==> src/rtl/conv_tile_sequencer.sv <==
// conv_tile_sequencer
//   Control and buffering stage around the 3x3-filter / 4x4-input systolic
//   convolution array.
//   LOAD    : takes 16 pixel bytes and then 9 filter bytes from the upstream stream.
//   ARM     : holds the array in reset for one more cycle.
//   COMPUTE : releases the array for COMPUTE_CYCLES cycles, then captures the
//             four results.
//   DRAIN   : streams the four results downstream, then returns to LOAD.
// Ports:
//   clk, rst          clock; asynchronous active-high reset
//   s_valid/s_ready   upstream byte handshake; s_data is the byte
//   tile_out          16 pixels to the array, byte k = input(row,col), row-major
//   filt_out          9 taps to the array, byte k = filter(row,col), row-major
//   arr_rst           active-high reset to the array
//   res_in            array results {result22, result21, result12, result11}
//   m_valid/m_ready   downstream result handshake; m_data is the result byte
//   busy              high whenever the sequencer is not in LOAD
//   tile_done         one-cycle pulse after the 4th result is accepted
module conv_tile_sequencer #(
  parameter int DATA_W         = 8,
  parameter int COMPUTE_CYCLES = 14
) (
  input  logic                 clk,
  input  logic                 rst,
  input  logic                 s_valid,
  output logic                 s_ready,
  input  logic [DATA_W-1:0]    s_data,
  output logic [16*DATA_W-1:0] tile_out,
  output logic [9*DATA_W-1:0]  filt_out,
  output logic                 arr_rst,
  input  logic [4*DATA_W-1:0]  res_in,
  output logic                 m_valid,
  input  logic                 m_ready,
  output logic [DATA_W-1:0]    m_data,
  output logic                 busy,
  output logic                 tile_done
);

  typedef enum logic [1:0] {
    ST_LOAD    = 2'd0,
    ST_ARM     = 2'd1,
    ST_COMPUTE = 2'd2,
    ST_DRAIN   = 2'd3
  } state_t;

  localparam logic [4:0] LAST_CNT = 5'(COMPUTE_CYCLES - 1);

  state_t                state_q, state_d;
  logic [4:0]            idx_q, idx_d;
  logic [4:0]            cnt_q, cnt_d;
  logic [1:0]            out_idx_q, out_idx_d;
  logic [16*DATA_W-1:0]  tile_q, tile_d;
  logic [9*DATA_W-1:0]   filt_q, filt_d;
  logic [4*DATA_W-1:0]   res_q, res_d;
  logic                  m_valid_q, m_valid_d;
  logic [DATA_W-1:0]     m_data_q, m_data_d;
  logic                  tile_done_q, tile_done_d;

  // State and datapath registers; rst clears everything immediately.
  always_ff @(posedge clk or posedge rst) begin
    if (rst) begin
      state_q     <= ST_LOAD;
      idx_q       <= 5'd0;
      cnt_q       <= 5'd0;
      out_idx_q   <= 2'd0;
      tile_q      <= '0;
      filt_q      <= '0;
      res_q       <= '0;
      m_valid_q   <= 1'b0;
      m_data_q    <= '0;
      tile_done_q <= 1'b0;
    end else begin
      state_q     <= state_d;
      idx_q       <= idx_d;
      cnt_q       <= cnt_d;
      out_idx_q   <= out_idx_d;
      tile_q      <= tile_d;
      filt_q      <= filt_d;
      res_q       <= res_d;
      m_valid_q   <= m_valid_d;
      m_data_q    <= m_data_d;
      tile_done_q <= tile_done_d;
    end
  end

  // Next-state and datapath update logic.
  always_comb begin
    state_d     = state_q;
    idx_d       = idx_q;
    cnt_d       = cnt_q;
    out_idx_d   = out_idx_q;
    tile_d      = tile_q;
    filt_d      = filt_q;
    res_d       = res_q;
    m_valid_d   = m_valid_q;
    m_data_d    = m_data_q;
    tile_done_d = 1'b0;
    case (state_q)
      ST_LOAD: begin
        if (s_valid) begin
          if (idx_q < 5'd16) begin
            tile_d[idx_q*DATA_W +: DATA_W] = s_data;
          end else begin
            filt_d[(idx_q - 5'd16)*DATA_W +: DATA_W] = s_data;
          end
          if (idx_q == 5'd24) begin
            idx_d   = 5'd0;
            state_d = ST_ARM;
          end else begin
            idx_d = idx_q + 5'd1;
          end
        end else begin
          idx_d = idx_q;
        end
      end
      ST_ARM: begin
        cnt_d   = 5'd0;
        state_d = ST_COMPUTE;
      end
      ST_COMPUTE: begin
        cnt_d = cnt_q + 5'd1;
        if (cnt_q == LAST_CNT) begin
          // Capture the results and present the first one from a register.
          res_d     = res_in;
          m_data_d  = res_in[DATA_W-1:0];
          m_valid_d = 1'b1;
          out_idx_d = 2'd0;
          cnt_d     = 5'd0;
          state_d   = ST_DRAIN;
        end else begin
          state_d = ST_COMPUTE;
        end
      end
      ST_DRAIN: begin
        if (m_valid_q && m_ready) begin
          if (out_idx_q == 2'd3) begin
            m_valid_d   = 1'b0;
            tile_done_d = 1'b1;
            out_idx_d   = 2'd0;
            state_d     = ST_LOAD;
          end else begin
            out_idx_d = out_idx_q + 2'd1;
            m_data_d  = res_q[(out_idx_q + 2'd1)*DATA_W +: DATA_W];
          end
        end else begin
          m_valid_d = m_valid_q;
        end
      end
      default: begin
        state_d = ST_LOAD;
      end
    endcase
  end

  // Status outputs decode straight from the state register, so arr_rst
  // follows rst asynchronously.
  assign s_ready   = (state_q == ST_LOAD);
  assign arr_rst   = (state_q != ST_COMPUTE);
  assign busy      = (state_q != ST_LOAD);
  assign tile_out  = tile_q;
  assign filt_out  = filt_q;
  assign m_valid   = m_valid_q;
  assign m_data    = m_data_q;
  assign tile_done = tile_done_q;

endmodule

==> config.mk <==
export PLATFORM = sky130hd
export DESIGN_NAME = conv_tile_sequencer
export DESIGN_NICKNAME = d
export VERILOG_FILES = /design/src/rtl/conv_tile_sequencer.sv
export SDC_FILE = /design/constraint.sdc
export NUM_CORES = 1
export LEC_CHECK = 0
export ABC_AREA = 1
export CORE_MARGIN = 2
export CORE_UTILIZATION = 54
export DETAILED_ROUTE_END_ITERATION = 8
export PLACE_DENSITY = 0.95
export SLEW_MARGIN = 20
export SYNTH_ARGS = -nofsm -noshare
export SYNTH_HDL_FRONTEND = slang
export SYNTH_SLANG_ARGS = --single-unit
==> constraint.sdc <==
create_clock -name clk -period 13.4 [get_ports clk]
set_clock_uncertainty 0.2 [all_clocks]
set_input_delay 2.01 -clock clk [delete_from_list [all_inputs] [get_ports clk]]
set_output_delay 2.01 -clock clk [all_outputs]
set_load 0.005 [all_outputs]
Word level (Yosys, flattened, before mapping)
Cells that the tools add are included.
{"block": "totals", "wordCells": 76, "register_bits": 256}
{"block": "op_classes", "add_sub_neg": 7, "eq_ne": 13, "shifts": 5, "bitwise": 1, "n_mux": 26, "reduce_logical": 13, "order_cmp": 1}
{"cell": "$bwmux 128", "n": 1}
{"cell": "$shift 8x34->128 const A", "n": 1}
{"cell": "$shiftx 8x34->128", "n": 1}
{"cell": "$bwmux 72", "n": 1}
{"cell": "$shift 8x34->72 const A", "n": 1}
{"cell": "$shiftx 8x34->72", "n": 1}
{"cell": "$neg 32->34", "n": 1}
{"cell": "$neg 8->34", "n": 1}
{"cell": "$shiftx 32x7->8", "n": 1}
{"cell": "$mux 8", "n": 3}
{"cell": "$pmux 8 s2", "n": 1}
{"cell": "$mux 2", "n": 7}
{"cell": "$ne 2x2->1 const B", "n": 6}
{"cell": "$reduce_and 4->1", "n": 3}
{"cell": "$add 5x1->5 const B", "n": 2}
{"cell": "$mux 5", "n": 2}
{"cell": "$pmux 5 s2", "n": 1}
{"cell": "$reduce_and 3->1", "n": 3}
{"cell": "$pmux 2 s4", "n": 1}
{"cell": "$mux 1", "n": 7}
{"cell": "$eq 2x2->1 const B", "n": 3}
{"cell": "$reduce_bool 2->1", "n": 3}
{"cell": "$sub 5x5->6 const B", "n": 1}
{"cell": "$eq 5x4->1 const B", "n": 1}
{"cell": "other kinds (12)", "n": 13}

Logic depth before layout (Yosys ltp)
Gate-level depths: netlist of run 1.
{"block": "depth", "ltp_word": 5, "mapped_depth": 21, "ltp_nobuf": 18}

Worst setup path before layout of run 1
Ideal clock, no wire load.
{"block": "synth_timing", "kind": "input -> register", "start": "input s_valid", "end": "register filt_q[25] (netlist: filt_out[25])", "setup_time_ns": 0.127, "path_buffers": 2, "t_required_ns": 13.073, "cell_stages": 9, "arrival_ns": 3.049, "setup_slack_ns": 10.024, "path_cell_list": "nand2_1 nor2_1 nand2_1 nor3_1 buf_4 nand2_2 buf_2 nand2_1 o21ai_0"}
{"block": "synth_via", "elab_chain_cells": 1}
{"item": "start, declared", "line_no": "25", "rtl": "input logic s_valid,"}
{"item": "$reduce_and 3->1 (no line)"}
{"item": "end signal, assigned", "line_no": "78", "rtl": "filt_q <= filt_d;"}
{"item": "end, declared", "line_no": "53", "rtl": "logic [9*DATA_W-1:0] filt_q, filt_d;"}
Every way passes these cells.
A chain may end at the register's enable or synchronous reset.

Worst setup path after layout of run 1
{"block": "layout_timing", "start": "register idx_q[0]", "end": "register filt_q[20] (netlist: filt_out[20])"}
{"block": "layout_via", "elab_chain_cells": 4, "word_cells_on_any_way": 8, "cone_classes": "2 x add/sub; 1 x order compare; 2 x shift; 1 x mux; 1 x bitwise; 1 x reduce/logical"}
{"item": "start, declared", "line_no": "49", "rtl": "logic [4:0] idx_q, idx_d;"}
{"item": "start signal, assigned", "line_no": "74", "rtl": "idx_q <= idx_d;"}
{"item": "$sub 5x5->6", "line_no": "104", "rtl": "filt_d[(idx_q - 5'd16)*DATA_W +: DATA_W] = s_data;"}
{"item": "$neg 32->34", "line_no": "104"}
{"item": "$shiftx 8x34->72 / $shift 8x34->72 (equally long branches)", "line_no": "104"}
{"item": "$bwmux 72", "line_no": "104"}
Parallel ways exist; a longest one is shown, timed or not.

==> results.sh, run 1 <==
export IMPL_max_freq_ghz=0.2097
export IMPL_max_cap_viol_count=0
export IMPL_min_period_ns=4.768
export IMPL_crit_path_end_kind="flop"
export IMPL_cts_made_buffers=25
export IMPL_finalCritPeriodShare=0.3558
export IMPL_hp_class="reg -> reg"
export IMPL_drive_above_1_share=0.1010
export IMPL_holdWs_ns=0.2709
export IMPL_placed_cell_area_mm2=0.01365
export IMPL_outcome="completed"
export IMPL_drc=0
export IMPL_io_buffers=256
export IMPL_grt_pass1_wl_um=49670
export IMPL_reg2reg_from="idx_q[0]"
export IMPL_async_flop_share=1.000
export IMPL_fin_nets=1508
export IMPL_required_ns=13.61
export IMPL_synthToLayoutAreaGrowth_pct=31.93
export IMPL_clk_path_buf_depth=3
export IMPL_vias_per_cell=5.633
export IMPL_grt_pass1_vias=9564
export IMPL_drv_slew=0
export IMPL_start_kind="flop"
export IMPL_clockRootBuffer="clkbuf_16"
export IMPL_ys_types=33
export IMPL_ctsHoldBuffers=0
export IMPL_syn_num_nets=1273
export IMPL_fill_cells=1374
export IMPL_postSynthCellCount=1213
export IMPL_peakVddDrop_mv=0.1135
export IMPL_core_region_area_mm2=0.02010
export IMPL_drt_iter0_markers=836
export IMPL_dr_pass1_iters=6
export IMPL_worstMarginPinSlew_ns=0.8626
export IMPL_seq_area_frac_synth=0.5638
export IMPL_min_delay_start="filt_out[37]"
export IMPL_tns_ns=0
export IMPL_vias=9774
export IMPL_dp_worst_setup_slack_ns=8.633
export IMPL_path_max_fanout=30
export IMPL_start_util=0.5475
export IMPL_final_util=0.7223
export IMPL_insertion_delay_ns=0.53
export IMPL_hold_depth=2
export IMPL_synth_edf_count=0
export IMPL_min_to="filt_out[37]"
export IMPL_place_congestion=0.8889
export IMPL_reg2reg_setup_slack_ns=8.63
export IMPL_io_pins=257
export IMPL_rows=52
export IMPL_cts_sinks=248
export IMPL_die_width_um=146.8
export IMPL_dp_hpwl_um=22200
export IMPL_fin_area_mm2=0.01452
export IMPL_antenna_found_initial=0
export IMPL_finalSetupViolations=0
export IMPL_setup_ws_ns=8.632
export IMPL_htreeDepth=1
export IMPL_power_density_mw_per_mm2=181.7
export IMPL_relSlewSlack=0.4249
export IMPL_cts_resized=0
export IMPL_yosys_warnings=0
export IMPL_synth_ff_type="dfrtp_1"
export IMPL_syn_area_mm2=0.01101
export IMPL_detail_route_antenna_nets=0
export IMPL_avgSynthCellArea_um2=9.074
export IMPL_critPathArrivalTime_ns=4.98
export IMPL_p_leak_nw=6.525
export IMPL_grt_max_degree=116
export IMPL_crit_type="reg -> reg"
export IMPL_post_drt_wl_per_cell_um=18.16
export IMPL_grt_usage=0.2894
export IMPL_grt_ovfl_total=0
export IMPL_num_antenna_cells=0
export IMPL_hold_viol_final=0
export IMPL_die_height_um=146.8
export IMPL_post_cts_buffers=0
export IMPL_wl_um=31510
export IMPL_rsz0062_at_grt="false"
export IMPL_ff2ff_path_depth=14
export IMPL_die_area_mm2=0.02154
export IMPL_clk_pin_slew_ns=0.07
export IMPL_synth_seq_cells=248
export IMPL_cts_tree="yes"
export IMPL_timing_rr_end="filt_out[20]"
## cell families (layout without fill, tap and decap cells)
family                   Yosys count  in the layout  synth area share
flip-flops                       248            248            0.5638
XOR/XNOR                           5              5          0.003978
adder cells (fa/ha/maj)           16             16           0.01819
AO/OA/AOI/OAI                    192            192           0.09833
AND/OR/NAND/NOR                  612            612            0.2472
multiplexers                      16             16           0.01637
buffers and inverters            124            376           0.05206
## metrics by stage
| step | power [mW] | instances |
|---|---|---|
| floorplan | 1.509 | 1213 |
| finish | 2.638 | 1735 |
| detailed placement | 1.887 | 1691 |
| global route | 2.773 | 1735 |
| CTS | 2.636 | 1735 |
| global placement | 1.846 | 1691 |
## cell type report
| class | instances | area [µm²] | area share |
|---|---|---|---|
| flip-flops and latches | 248 | 6206 | 0.4274 |
| clock inverters | 10 | 160.2 | 0.01103 |
| multi-input cells | 841 | 4233 | 0.2915 |
| repair buffers | 260 | 2592 | 0.1785 |
| clock buffers | 34 | 709.4 | 0.04885 |
| well taps | 270 | 337.8 | 0.02326 |
| inverters | 72 | 282.8 | 0.01947 |
## synth_stat cells, types with 2 or more instances
cell type	count	area share
inv_1	62	0.021
o21ai_0	98	0.045
nor4_1	16	0.0091
clkbuf_1	19	0.0065
nand2_1	347	0.12
nor3_2	5	0.0045
nand2_4	6	0.0061
o21ai_1	41	0.019
a21oi_1	20	0.0091
nand2_2	14	0.0080
nor2_1	80	0.027
nor2_2	10	0.0057
mux2_2	16	0.016
nand3_1	111	0.050
nand3_2	2	0.0018
ha_1	16	0.018
nor3_4	2	0.0030
nand4_1	12	0.0068
buf_6	5	0.0051
buf_4	9	0.0061
inv_2	8	0.0027
nor2_4	5	0.0051
xor2_1	4	0.0032
o21ai_2	32	0.025
inv_4	2	0.0011
buf_2	16	0.0073
buf_1	2	0.00068
dfrtp_1	248	0.56
## flip-flops by register name (all words and copies together), names as in the netlist
register   flops
idx_q          5
cnt_q          5
m_valid        1
filt_out      72
res_q         24
out_idx_q      2
m_data         8
tile_done      1
state_q        2
tile_out     128
## critical path, stage by stage (launching register included)
cell and delay (ns):
dfrtp_1 0.68, inv_2 0.55, nand2_2 0.15, inv_2 0.07, nand2_2 0.06, nor2_1 0.20, inv_1 0.07, ha_1 0.72
inv_1 0.50, nand2_1 0.20, nand4_1 0.15, nor2_2 0.54, nand2_1 0.34, nand2_1 0.16, nand2_1 0.05
## cells in the final DEF, fill, tap and decap left out, types with 4 or more instances in the layout
cell,n
nand2_1,347
clkdlybuf4s50_1,256
dfrtp_1,248
nand3_1,111
o21ai_0,98
nor2_1,80
inv_1,61
o21ai_1,41
o21ai_2,32
clkbuf_16,25
a21oi_1,20
mux2_2,16
nor4_1,16
ha_1,16
nand2_2,14
nand4_1,12
nor2_2,10
inv_2,8
nand2_4,6
nor3_2,6
nor2_4,5
clkbuf_8,5
xor2_1,4
bufinv_16,4
clkbuf_1,4
buf_4,4
## worst max path at each step
stage                   from      endpoint  slack (ns)  cells after the start
floorplan                rst      cnt_q[0]        4.38                      1
global placement     s_valid  tile_out[28]        8.74                      8
detailed placement   s_valid  tile_out[26]        8.63                      8
CTS                 idx_q[0]  filt_out[20]        8.75                     14
global route        idx_q[0]  filt_out[55]        8.27                     14
finish              idx_q[0]  filt_out[20]        8.63                     14
## report_power, final
group          leakage (nW)  switching, mW  total [mW]  internal (mW)
Combinational          2.73          0.558       0.912          0.355
Sequential             3.37          0.106       0.981          0.876
Clock                 0.426          0.298       0.745          0.447
## metal layers
metal / vias up / wire length [µm] / GRT usage
met4: 0 / 1429 / 0.1320
met3: 100 / 2738 / 0.06118
li1: 4452 / - / -
met2: 487 / 15350 / 0.4871
met1: 4735 / 11990 / 0.3621
met5: - / 0 / 0
No activity file was read; power rests on OpenSTA's default activity.
==> run 2: changes to the inputs <==
--- a/config.mk
+++ b/config.mk
@@ -7,9 +7,9 @@
 export LEC_CHECK = 0
 export ABC_AREA = 1
 export CORE_MARGIN = 2
-export CORE_UTILIZATION = 54
+export CORE_UTILIZATION = 50
 export DETAILED_ROUTE_END_ITERATION = 8
-export PLACE_DENSITY = 0.95
+export PLACE_DENSITY = 0.9
 export SLEW_MARGIN = 20
 export SYNTH_ARGS = -nofsm -noshare
 export SYNTH_HDL_FRONTEND = slang
==> constraint.sdc (replaced) <==
create_clock -name clk -period 4.5 [get_ports clk]
set_clock_uncertainty 0.2 [all_clocks]
set_input_delay 0.675 -clock clk [delete_from_list [all_inputs] [get_ports clk]]
set_output_delay 0.675 -clock clk [all_outputs]
set_load 0.005 [all_outputs]
==> run 2 against run 1 <==
Cell count grew 0.81%. Clock power increased to 2.8 times the previous value. Design area grew 0.10%. Sequential share of layout area about the same. Routed wire length fell by 0.58%. Register-to-register slack got worse by 7.9 ns. First-iteration DRC count down 19%. Critical path depth increased by 2. Critical path type unchanged. Highest routed layer unchanged.
==> results.sh, run 2 (synthesized netlist as in run 1, its figures left out) <==
export IMPL_outcome="completed"
export IMPL_min_period_ns=3.803
export IMPL_path_max_fanout=29
export IMPL_place_congestion=0.8862
export IMPL_die_height_um=152.4
export IMPL_use_met3=0.06257
export IMPL_io_pins=257
export IMPL_met1_usage=0.3394
export IMPL_drv_slew=0
export IMPL_die_width_um=152.4
export IMPL_relSlewSlack=0.4734
export IMPL_drive_above_1_share=0.1028
export IMPL_detail_route_antenna_nets=0
export IMPL_clockRootBuffer="clkbuf_16"
export IMPL_num_antenna_cells=0
export IMPL_grt_usage=0.2667
export IMPL_rsz0062_at_grt="false"
export IMPL_dr_pass1_iters=5
export IMPL_fin_area_mm2=0.01454
export IMPL_finalCritPeriodShare=0.8451
export IMPL_clk_path_buf_depth=3
export IMPL_fin_nets=1513
export IMPL_die_area_mm2=0.02322
export IMPL_cts_made_buffers=26
export IMPL_post_drt_wl_per_cell_um=17.91
export IMPL_holdWs_ns=0.2714
export IMPL_hold_viol_final=0
export IMPL_core_region_area_mm2=0.02169
export IMPL_critPathArrivalTime_ns=4.01
export IMPL_layoutNonFillerInstCount=1749
export IMPL_setup_ws_ns=0.6971
export IMPL_post_cts_buffers=0
export IMPL_cts_sinks=248
export IMPL_htreeDepth=1
export IMPL_crit_type="reg -> reg"
export IMPL_cts_tree="yes"
export IMPL_antenna_found_initial=0
export IMPL_synthToLayoutAreaGrowth_pct=32.07
export IMPL_crit_path_end_kind="flop"
export IMPL_vias=9527
export IMPL_largest_reg_flops=128
export IMPL_tns_ns=0
export IMPL_dp_hpwl_um=22460
export IMPL_top_usage_layer="met2"
export IMPL_required_ns=4.71
export IMPL_ctsHoldBuffers=0
export IMPL_rows=54
export IMPL_vias_per_cell=5.447
export IMPL_wl_um=31320
export IMPL_dp_worst_setup_slack_ns=0.7878
export IMPL_power_density_mw_per_mm2=531.3
export IMPL_dp_cells=1705
export IMPL_grt_pass1_vias=9423
export IMPL_grt_max_degree=107
export IMPL_mostFrequentLayoutCell="nand2_1"
export IMPL_start_kind="flop"
export IMPL_clk_pin_slew_ns=0.06
export IMPL_p_total_mw=7.724
export IMPL_grt_pass1_wl_um=50060
export IMPL_insertion_delay_ns=0.52
export IMPL_drt_iter0_markers=675
export IMPL_hp_class="reg -> reg"
export IMPL_max_freq_ghz=0.2630
export IMPL_final_cell_mix="346 x nand2_1, 256 x clkdlybuf4s50_1, 248 x dfrtp_1, 111 x nand3_1, 98 x o21ai_0"
export IMPL_worstMarginPinSlew_ns=0.7856
export IMPL_cts_resized=0
export IMPL_finalSetupViolations=0
export IMPL_start_util=0.5075
export IMPL_final_util=0.6702
export IMPL_drc=0
export IMPL_max_cap_viol_count=0
export IMPL_peakVddDrop_mv=0.3030
export IMPL_placed_cell_area_mm2=0.01372
export IMPL_use_met2=0.4470
export IMPL_grt_ovfl_total=0
export IMPL_io_buffers=256
export IMPL_p_leak_nw=6.523
[run 2: cell type report]
type / count / area, µm²
flip-flops and latches: 248 / 6206
multi-input cells: 841 / 4235
fillers: 1661 / 7152
clock inverters: 7 / 65.06
inverters: 72 / 279.0
well taps: 280 / 350.3
clock buffers: 37 / 753.2
repair buffers: 264 / 2648
[run 2: critical path: stages (launching register included)]
cell and delay (ns):
dfrtp_1 0.64, inv_2 0.16, buf_4 0.31, nand2_2 0.13, inv_2 0.06, nand2_2 0.06
nor2_1 0.23, inv_1 0.08, ha_1 0.30, nor2_1 0.11, nand2_1 0.06, nor2_1 0.13
nand4_1 0.16, nor2_2 0.50, nand2_1 0.33, nand2_1 0.16, nand2_1 0.06
[run 2: where the power goes]
group | switching, mW | internal [mW]
Combinational | 1.66 | 1.07
Sequential | 0.306 | 2.61
Clock | 0.863 | 1.21
[run 2: metal layers]
layer | vias up | wire (µm) | part of all wire
met2 | 401 | 15200 | 0.49
met5 | - | 0 | 0
met4 | 0 | 1043 | 0.033
met1 | 4607 | 12620 | 0.40
met3 | 72 | 2458 | 0.078
li1 | 4447 | - | -
[run 2: worst paths after layout]
| path | from | cells past startpoint | slack, ns | end |
|---|---|---|---|---|
| setup / recovery | idx_q[0] | 16 | 0.70 | filt_out[36] |
| hold / removal | tile_out[19] | 2 | 0.27 | tile_out[19] |
| setup reg to reg | idx_q[0] | 16 | 0.70 | filt_out[36] |
| hold reg to reg | tile_out[19] | 2 | 0.27 | tile_out[19] |
| max in group asynchronous | rst | 3 | 2.93 | tile_out[73] |
| min in group asynchronous | rst | 2 | 0.30 | filt_out[34] |
==> run 3: changes to the inputs <==
--- a/config.mk
+++ b/config.mk
@@ -7,9 +7,9 @@
 export LEC_CHECK = 0
 export ABC_AREA = 1
 export CORE_MARGIN = 2
-export CORE_UTILIZATION = 50
+export CORE_UTILIZATION = 45
 export DETAILED_ROUTE_END_ITERATION = 8
-export PLACE_DENSITY = 0.9
+export PLACE_DENSITY = 0.86
 export SLEW_MARGIN = 20
 export SYNTH_ARGS = -nofsm -noshare
 export SYNTH_HDL_FRONTEND = slang
==> constraint.sdc (replaced) <==
create_clock -name clk -period 3.2 [get_ports clk]
set_clock_uncertainty 0.2 [all_clocks]
set_input_delay 0.48 -clock clk [delete_from_list [all_inputs] [get_ports clk]]
set_output_delay 0.48 -clock clk [all_outputs]
set_load 0.005 [all_outputs]
==> run 3 against run 2 <==
Via count rose by 0.67%. Critical path type unchanged. Fmax rose by 32%. Sequential share of layout area fell by 1.3 points. Largest cell class unchanged. Critical path depth is 1 higher.
==> results.sh, run 3 (synthesized netlist as in run 1, its figures left out) <==
export IMPL_cts_sinks=248
export IMPL_hold_viol_final=0
export IMPL_clockRootBuffer="clkbuf_16"
export IMPL_fill_cells=1926
export IMPL_clk_pin_slew_ns=0.06
export IMPL_required_ns=3.42
export IMPL_area_sequential_mm2=0.006206
export IMPL_vias_per_cell=5.273
export IMPL_finalSetupViolations=0
export IMPL_num_antenna_cells=0
export IMPL_rsz0062_at_grt="false"
export IMPL_grt_pass1_wl_um=51550
export IMPL_wl_um=31990
export IMPL_post_drt_wl_per_cell_um=17.59
export IMPL_fin_area_mm2=0.01498
export IMPL_io_pins=257
export IMPL_start_kind="flop"
export IMPL_worstMarginPinSlew_ns=0.9612
export IMPL_dp_hpwl_um=22940
export IMPL_cp_top_family="simple AND/OR/NAND/NOR gates"
export IMPL_dr_pass1_iters=5
export IMPL_outcome="completed"
export IMPL_die_width_um=160.4
export IMPL_final_cell_mix="345 x nand2_1, 256 x clkdlybuf4s50_1, 248 x dfrtp_1, 111 x nand3_1, 98 x o21ai_0"
export IMPL_path_buf_inv=3
export IMPL_setup_ws_ns=0.3114
export IMPL_clk_path_buf_depth=3
export IMPL_cts_tree="yes"
export IMPL_dp_worst_setup_slack_ns=0.2496
export IMPL_p_leak_nw=6.711
export IMPL_detail_route_antenna_nets=0
export IMPL_cp_common_cell="nand2_1"
export IMPL_drive_above_1_share=0.1231
export IMPL_critPathArrivalTime_ns=3.11
export IMPL_dp_cells=1766
export IMPL_mostFrequentLayoutCell="nand2_1"
export IMPL_min_period_ns=2.889
export IMPL_hp_class="in -> async"
export IMPL_cp_depth=17
export IMPL_crit_slowest_cell="dfrtp_1"
export IMPL_peakVddDrop_mv=0.5382
export IMPL_path_cells="inv_1, ha_1, nand2_1, nor2_2, inv_1, nor2_1, inv_1, ha_1, nand2_1, nor2_1, nand2_1, nand2_1, nand4_1, nor2_4, nand2_1, nand2_1, nand2_1"
export IMPL_grt_max_degree=56
export IMPL_grt_usage=0.2483
export IMPL_insertion_delay_ns=0.54
export IMPL_crit_path_end_kind="flop"
export IMPL_synthToLayoutAreaGrowth_pct=36.11
export IMPL_largest_reg_flops=128
export IMPL_tns_ns=0
export IMPL_die_area_mm2=0.02573
export IMPL_place_congestion=0.8453
export IMPL_drt_iter0_markers=690
export IMPL_finalCritPeriodShare=0.9027
export IMPL_layoutNonFillerInstCount=1819
export IMPL_placed_cell_area_mm2=0.01392
export IMPL_io_buffers=256
export IMPL_multi_input_area_mm2=0.004250
export IMPL_grt_pass1_vias=9667
export IMPL_crit_type="reg -> reg"
export IMPL_grt_ovfl_total=0
export IMPL_path_max_fanout=8
export IMPL_relSlewSlack=0.3577
export IMPL_start_util=0.4553
export IMPL_max_cap_viol_count=0
export IMPL_p_total_mw=11.49
export IMPL_fin_nets=1533
export IMPL_rows=57
export IMPL_drv_slew=0
export IMPL_core_region_area_mm2=0.02418
export IMPL_drc=0
export IMPL_final_util=0.6197
export IMPL_die_height_um=160.4
export IMPL_max_freq_ghz=0.3462
export IMPL_antenna_found_initial=0
export IMPL_vias=9591
export IMPL_ff2ff_path_depth=17
export IMPL_cts_made_buffers=28
export IMPL_cpPeakStageDelay_ns=0.41
export IMPL_holdWs_ns=0.2472
export IMPL_power_density_mw_per_mm2=767.0
export IMPL_htreeDepth=1
run 3: path summary, 6_finish.rpt:
check,from,to,slack (ns)
max,idx_q[1],filt_out[16],0.31
min,rst,filt_out[38],0.25
max reg2reg,idx_q[1],filt_out[16],0.31
min reg2reg,tile_out[18],tile_out[18],0.27
max in group asynchronous,rst,tile_out[8],1.79
min in group clk,tile_out[18],tile_out[18],0.27
run 3: area by class of cell:
type,count,area share
multi-input cells,841,0.2837
clock inverters,15,0.01361
clock buffers,37,0.05512
repair buffers,282,0.1877
well taps,324,0.02706
flip-flops and latches,248,0.4142
inverters,72,0.01862
run 3: layer usage:
metal | vias up | share of wire | routed length (µm) | global-route usage
li1 | 4509 | - | - | -
met1 | 4616 | 0.40 | 12930 | 0.3169
met2 | 393 | 0.48 | 15290 | 0.4126
met3 | 73 | 0.090 | 2874 | 0.06844
met4 | 0 | 0.028 | 894 | 0.07985
met5 | - | 0 | 0 | 0
run 3: power breakdown:
| group | total (mW) | switching, mW | leakage, nW | internal [mW] |
|---|---|---|---|---|
| clock network | 3.47 | 1.33 | 0.488 | 2.15 |
| logic | 3.95 | 2.39 | 2.85 | 1.56 |
| registers | 4.06 | 0.396 | 3.37 | 3.67 |
run 3: what timing repair did:
item                       CTS  global route
buffers inserted             0             1
setup endpoints to repair    0            29
hold buffers                 0             0
gates resized for setup      0             6
